## src/rtl/bit_deser8.sv

```systemverilog
// Serial-to-parallel capture stage: assembles LSB-first bits into WIDTH-bit words
// and queues them in a small valid/ready FIFO with a sticky overflow flag.
module bit_deser8 #(
    parameter int WIDTH = 8,
    parameter int DEPTH = 2
) (
    input  logic             clk,
    input  logic             rst_n,
    input  logic             bit_in,
    input  logic             bit_vld,
    input  logic             sof,
    output logic [WIDTH-1:0] out_data,
    output logic             out_valid,
    input  logic             out_ready,
    output logic             overflow,
    input  logic             clr_ovf
);

    localparam int CW = (WIDTH > 2) ? $clog2(WIDTH) : 1;
    localparam int AW = $clog2(DEPTH);
    localparam logic [CW-1:0] LAST_BIT = CW'(WIDTH - 1);
    localparam logic [AW:0]   FULL_CNT = (AW + 1)'(DEPTH);

    typedef enum logic {
        IDLE,
        SHIFT
    } state_t;

    state_t           state, state_n;
    logic [CW-1:0]    cnt, cnt_n;
    logic [WIDTH-2:0] shreg, shreg_n;
    logic             push;
    logic [WIDTH-1:0] word;

    logic [WIDTH-1:0] mem [DEPTH];
    logic [AW-1:0]    wr_ptr, rd_ptr;
    logic [AW:0]      count;
    logic             full, pop, wr_en, drop;

    always_ff @(posedge clk or negedge rst_n) begin
        if (!rst_n) begin
            state <= IDLE;
            cnt   <= '0;
            shreg <= '0;
        end else begin
            state <= state_n;
            cnt   <= cnt_n;
            shreg <= shreg_n;
        end
    end

    // A sof always restarts the word, even mid-word in SHIFT, so no push happens then.
    always_comb begin
        state_n = state;
        cnt_n   = cnt;
        shreg_n = shreg;
        push    = 1'b0;
        word    = {bit_in, shreg};
        case (state)
            IDLE: begin
                if (bit_vld && sof) begin
                    state_n    = SHIFT;
                    shreg_n    = '0;
                    shreg_n[0] = bit_in;
                    cnt_n      = CW'(1);
                end
            end
            SHIFT: begin
                if (bit_vld) begin
                    if (sof) begin
                        shreg_n    = '0;
                        shreg_n[0] = bit_in;
                        cnt_n      = CW'(1);
                    end else if (cnt == LAST_BIT) begin
                        push  = 1'b1;
                        cnt_n = '0;
                    end else begin
                        shreg_n[cnt] = bit_in;
                        cnt_n        = cnt + 1'b1;
                    end
                end
            end
            default: state_n = IDLE;
        endcase
    end

    assign full      = (count == FULL_CNT);
    assign out_valid = (count != '0);
    assign out_data  = mem[rd_ptr];
    assign pop       = out_valid & out_ready;
    assign wr_en     = push & (~full | pop);
    assign drop      = push & full & ~pop;

    // Entries are cleared on reset so out_data reads as zero until the first word lands.
    always_ff @(posedge clk or negedge rst_n) begin
        if (!rst_n) begin
            for (int i = 0; i < DEPTH; i++) begin
                mem[i] <= '0;
            end
            wr_ptr <= '0;
            rd_ptr <= '0;
            count  <= '0;
        end else begin
            if (wr_en) begin
                mem[wr_ptr] <= word;
                wr_ptr      <= wr_ptr + 1'b1;
            end
            if (pop) begin
                rd_ptr <= rd_ptr + 1'b1;
            end
            case ({wr_en, pop})
                2'b10:   count <= count + 1'b1;
                2'b01:   count <= count - 1'b1;
                default: count <= count;
            endcase
        end
    end

    // A drop in the same cycle as clr_ovf leaves the flag set.
    always_ff @(posedge clk or negedge rst_n) begin
        if (!rst_n) begin
            overflow <= 1'b0;
        end else if (drop) begin
            overflow <= 1'b1;
        end else if (clr_ovf) begin
            overflow <= 1'b0;
        end
    end

endmodule

```

## config.mk

```make
export PLATFORM = sky130hd
export DESIGN_NAME = bit_deser8
export DESIGN_NICKNAME = d
export VERILOG_FILES = /design/src/rtl/bit_deser8.sv
export SDC_FILE = /design/constraint.sdc
export NUM_CORES = 1
export LEC_CHECK = 0
export BUFFER_PORTS_ARGS = -buffer_cell sky130_fd_sc_hd__buf_2
export CORE_ASPECT_RATIO = 0.6
export CORE_MARGIN = 8
export CORE_UTILIZATION = 40
export DETAILED_ROUTE_END_ITERATION = 10
export SKIP_CTS_REPAIR_TIMING = 1
export SLEW_MARGIN = 25
export SYNTH_ARGS = -nofsm -noshare
export SYNTH_HDL_FRONTEND = slang
export SYNTH_SLANG_ARGS = --single-unit
```

## constraint.sdc

```tcl
create_clock -name clk -period 2.5 [get_ports clk]
set_input_delay 0.25 -clock clk [delete_from_list [all_inputs] [get_ports clk]]
set_output_delay 0.25 -clock clk [all_outputs]
set_load 0.01 [all_outputs]
```

======== Word level (Yosys, flattened, before mapping) ========
Cells that the tools add are included.
word-level totals
  register bits after elaboration ......... 32
  output and inout port bits .............. 10
cells by class
  add/sub/neg operators ................... 5
  magnitude comparators ................... 5
  equal/unequal tests ..................... 7
  multiplexer cells ....................... 28
  bitwise gates (word level) .............. 10
  reductions and logical operators ........ 8
operator list
  operator               number
  $mux W8                4
  $mux W7                4
  $bwmux W16             1
  $pmux W7 S2            1
  $mux W3                4
  $mux W1                9
  $demux W8 S1           1
  $bwmux W7              1
  $pmux W3 S2            1
  $reduce_bool A2 Y1     3
  $and A1 B1 Y1          4
  $eq A2 B2 Y1 const B   2
  $ge A2 B2 Y1 const B   2
  $lt A3 B4 Y1 const B   1
  $ne A2 B2 Y1 const B   2
  $not A1 Y2             2
  $pmux W2 S2            1
  $add A3 B1 Y3 const B  1
  $demux W1 S3           1
  $eq A3 B3 Y1 const B   1
  $ge A3 B1 Y1 const B   1
  $logic_and A1 B1 Y1    3
  $ne A3 B3 Y1 const B   1
  $not A1 Y1             3
  other kinds (8)        9

======== Longest topological paths before layout ========
  depth after elaboration ................. 9
  depth in mapped cells ................... 8
  depth with buffers taken out ............ 8

======== Worst setup path before layout ========
OpenSTA, ideal clock, no wires.
  path kind ............................... flip-flop to flip-flop
  start ................................... reg cnt[1]
  end ..................................... reg count[1]
  setup time .............................. 0.079 ns
  arrival time ............................ 1.852 ns
  setup slack ............................. 0.568 ns
  stages on the path, launching flop included .. 8
  path buffers ............................ 0
  clock period less this slack ............ 1.932 ns
  cells stage by stage .................... dfrtp_1 -> ha_1 -> ha_1 -> nand4b_2 -> or2_2 -> ha_1 -> nor2_1 -> xor2_1
between the ends
  longest elaborated chain between the ends .. 8
ends and longest elaborated chain
  element                                                   RTL line  text
  from (decl)                                               30        logic [CW-1:0] cnt, cnt_n;
  from (signal assigned)                                    47        cnt <= cnt_n;
  $eq A3 B3 Y1 (*)                                          74        end else if (cnt == LAST_BIT) begin
  $mux W1 (*)                                               74
  $mux W1 (*)                                               70        if (sof) begin
  $mux W1 (*)                                               69        if (bit_vld) begin
  $mux W1 (*)                                               59        case (state)
  $and A1 B1 Y1 (*)                                         91        assign wr_en = push & (~full | pop);
  $eq A2 B1 Y1 / $eq A2 B2 Y1 (equally long branches)       111       case ({wr_en, pop})
  $pmux W2 S2 / $reduce_bool A2 Y1 (equally long branches)  -
  to (signal assigned)                                      112       2'b10: count <= count + 1'b1;
  to (signal assigned)                                      113       2'b01: count <= count - 1'b1;
  to (signal assigned)                                      114       default: count <= count;
  to (decl)                                                 37        logic [AW:0] count;
Mark *: on every way between the ends. The rest lies on a longest branch, timed or not.
A chain may end at the register's enable or synchronous reset.

======== Worst setup path in the final report ========
  start ................................... reg cnt[0]
  end ..................................... reg mem[1] (netlist bit)
between the ends
  longest elaborated chain between the ends .. 6
ends and longest elaborated chain
  element                          RTL line  text
  $eq A3 B3 Y1                     74
  $mux W1                          74
  $mux W1                          70
  $mux W1                          69
  $mux W1                          59
  $and A1 B1 Y1                    91
  to (signal, indexed assignment)  105       mem[wr_ptr] <= word;
  to (decl)                        35        logic [WIDTH-1:0] mem [DEPTH];
Every way passes these cells.

==> results.yml <==
run_status:
  status: "finished, final reports clean"
floorplanning:
  dieHeight_microns: 64.1
  num_rows: 17
  die_area_sq_um: 6160
  core_region_area_sq_um: 3680
  start_util: 0.419
  die_x_microns: 96.1
  pin_count: 17
clocking:
  clk_latency_ns: 0.28
  cts.clk_slew.worst_paths_ns: 0.06
  cts_root_buffer: "clkbuf_8"
  cts.sinks: 32
  cts_tree: "done"
  cts-buffers-inserted: 5
  h-tree-depth: 2
  cts_buffer_depth: 2
synthesis:
  seq_area_frac_synth: 0.519
  ys_async_sr_fraction: 1.00
  yosys_most_used_dff: "dfrtp_1"
  synth_cells: 118
  synth-edff-count: 0
  synth.distinct_cells: 35
  syn_area_per_cell_sq_um: 13.1
  syn-num-nets: 128
  synth-seq-cells: 32
  yosysWarnings: 0
  syn-cell-area_sq_um: 1540
detailed_routing:
  wl_per_cell_microns: 15.9
  num_vias: 977
  drc_errors: 0
  wirelength_microns: 2930
  drt-initial-drc-count: 34
  via_per_inst: 5.28
  drtAntennaViolNets: 0
  dr.pass1.iters: 4
sta:
  rsz0062_at_grt: "no"
  finalHoldWorstSlack_ns: 0.00428
  max_slew_margin: 0.548
  fmax_ghz: 0.439
  drv_slew: 0
  setup_viol: 0
  finalSetupTns_ns: 0
  fin_skew_ns: 0.00195
  tightest_slew_ns: 0.678
  fin_crit_sh: 0.911
  period_minus_slack_ns: 2.28
  hold_viol: 0
setup_path:
  rr_worst_depth: 5
  start_kind: "flop"
  required_ns: 2.66
  timing.rr.start: "cnt[0]"
  path_max_fanout: 10
  path_class: "reg2reg"
  worst_setup_path_end_kind: "flop"
  cp.arrival_ns: 2.44
  cp-startpoint: "cnt[0]"
power:
  powerDensity_nw_per_um2: 766
  switching_share: 0.267
  clkPwrFrac: 0.350
  totalPowerFinal_mw: 1.35
  vdd_ir_drop_max_mv: 0.337
  pwr-share-seq: 0.491
  comb_power_share: 0.159
  p_leak_nw: 0.875
  internal_power_mw: 0.991
  p_sw_mw: 0.360
place:
  postPlaceCellArea_sq_um: 1660
  gp_congestion: 0.814
  post-dp-hpwl_microns: 2180
  io_buffer_count: 16
finish:
  drive_gt1_frac: 0.377
  layout_common_cells: "dfrtp_1 (32), mux2_2 (16), buf_2 (16), mux2_4 (8), nand2_1 (6)"
  utilization: 0.480
  design_area_sq_um: 1770
  nNetsFinal: 147
  final_common_cell: "dfrtp_1"
  area_delta_synth_final_pct: 14.5
  diodes: 0
  fillCellCount: 339
global_route:
  antenna_found_initial: 0
  grt_pass1_wl_microns: 4980
  grt_overflow: 0
  grt_usage: 0.106
  grt_max_degree: 33
  grt_pass1_vias: 991
worst_hold_path:
  hold_path_class: "in2async"
flow_run:
  max_cap_violations: 0
power by group through the flow:
| stage | sequential, mW | clock, mW | combinational, mW |
|---|---|---|---|
| 2_1_floorplan | 0.624 | 0 | 0.190 |
| 3_3_place_gp | 0.668 | 0 | 0.211 |
| 3_5_place_dp | 0.676 | 0 | 0.219 |
| 4_1_cts | 0.667 | 0.489 | 0.220 |
| 5_1_grt | 0.675 | 0.508 | 0.241 |
| 6_report | 0.664 | 0.473 | 0.214 |
logic make-up after synthesis:
family / share of synthesized area
compound gates: 0.0885
xor+xnor: 0.0284
fa+ha+maj: 0.0244
buf+inv: 0.0268
flops: 0.519
mux: 0.202
simple gates: 0.110
through the flow:
stage                     cells  setup slack [ns]
after floorplan             118             0.568
after global placement      177             0.303
after detailed placement    177             0.221
after CTS                   185             0.206
after global routing        185            0.0990
final                       185             0.223
worst paths after layout:
| check | slack [ns] | to |
|---|---|---|
| max | 0.22 | mem[1] |
| min | 0.004 | state |
| max reg2reg | 0.22 | mem[1] |
| min reg2reg | 0.49 | count[1] |
| max in group asynchronous | 2.05 | shreg[6] |
| min in group clk | 0.23 | cnt[2] |
cell usage after synthesis, drive strengths merged (2+ instances only):
| cell type | count | area (sq um) |
|---|---|---|
| o311ai | 2 | 17.5 |
| inv | 3 | 11.3 |
| xor2 | 2 | 17.5 |
| nand2b | 2 | 12.5 |
| nor2b | 3 | 18.8 |
| xnor2 | 3 | 26.3 |
| nand2 | 6 | 22.5 |
| buf | 2 | 18.8 |
| mux2 | 25 | 312 |
| clkbuf | 3 | 11.3 |
| dfrtp | 32 | 801 |
| nor3b | 2 | 15.0 |
| or2 | 2 | 12.5 |
| nand4b | 2 | 23.8 |
| o211ai | 4 | 30.0 |
| o31ai | 5 | 37.5 |
| o22ai | 2 | 12.5 |
| ha | 3 | 37.5 |
| o21ai | 3 | 15.0 |
critical path, cell delays in order (launching register included):
cell and delay (ns):
dfrtp_1 0.51, ha_1 0.21, ha_1 0.28, nand4b_2 0.18, or3b_1 0.61, mux2_4 0.37
cell type report:
class,instances,area [sq um],share of cell area
Sequential cell,32,801,0.454
Inverter,3,11.3,0.00638
Tap cell,47,58.8,0.0333
Timing Repair Buffer,17,87.6,0.0496
Clock buffer,6,72.6,0.0411
Clock inverter,2,35.0,0.0198
Multi-Input combinational cell,78,699,0.396
routing by layer:
metal / up-vias / wire (microns) / track usage
li1: 474 / - / -
met5: - / 0 / 0
met1: 483 / 1470 / 0.144
met3: 5 / 145 / 0.0361
met4: 0 / 52 / 0.0571
met2: 15 / 1270 / 0.142
registers in the layout, summed over array words and instances (netlist names):
register,flops
mem,16
overflow,1
shreg,7
cnt,3
count,2
rd_ptr,1
wr_ptr,1
state,1
Note: power is estimated with default switching activity, not from simulation.
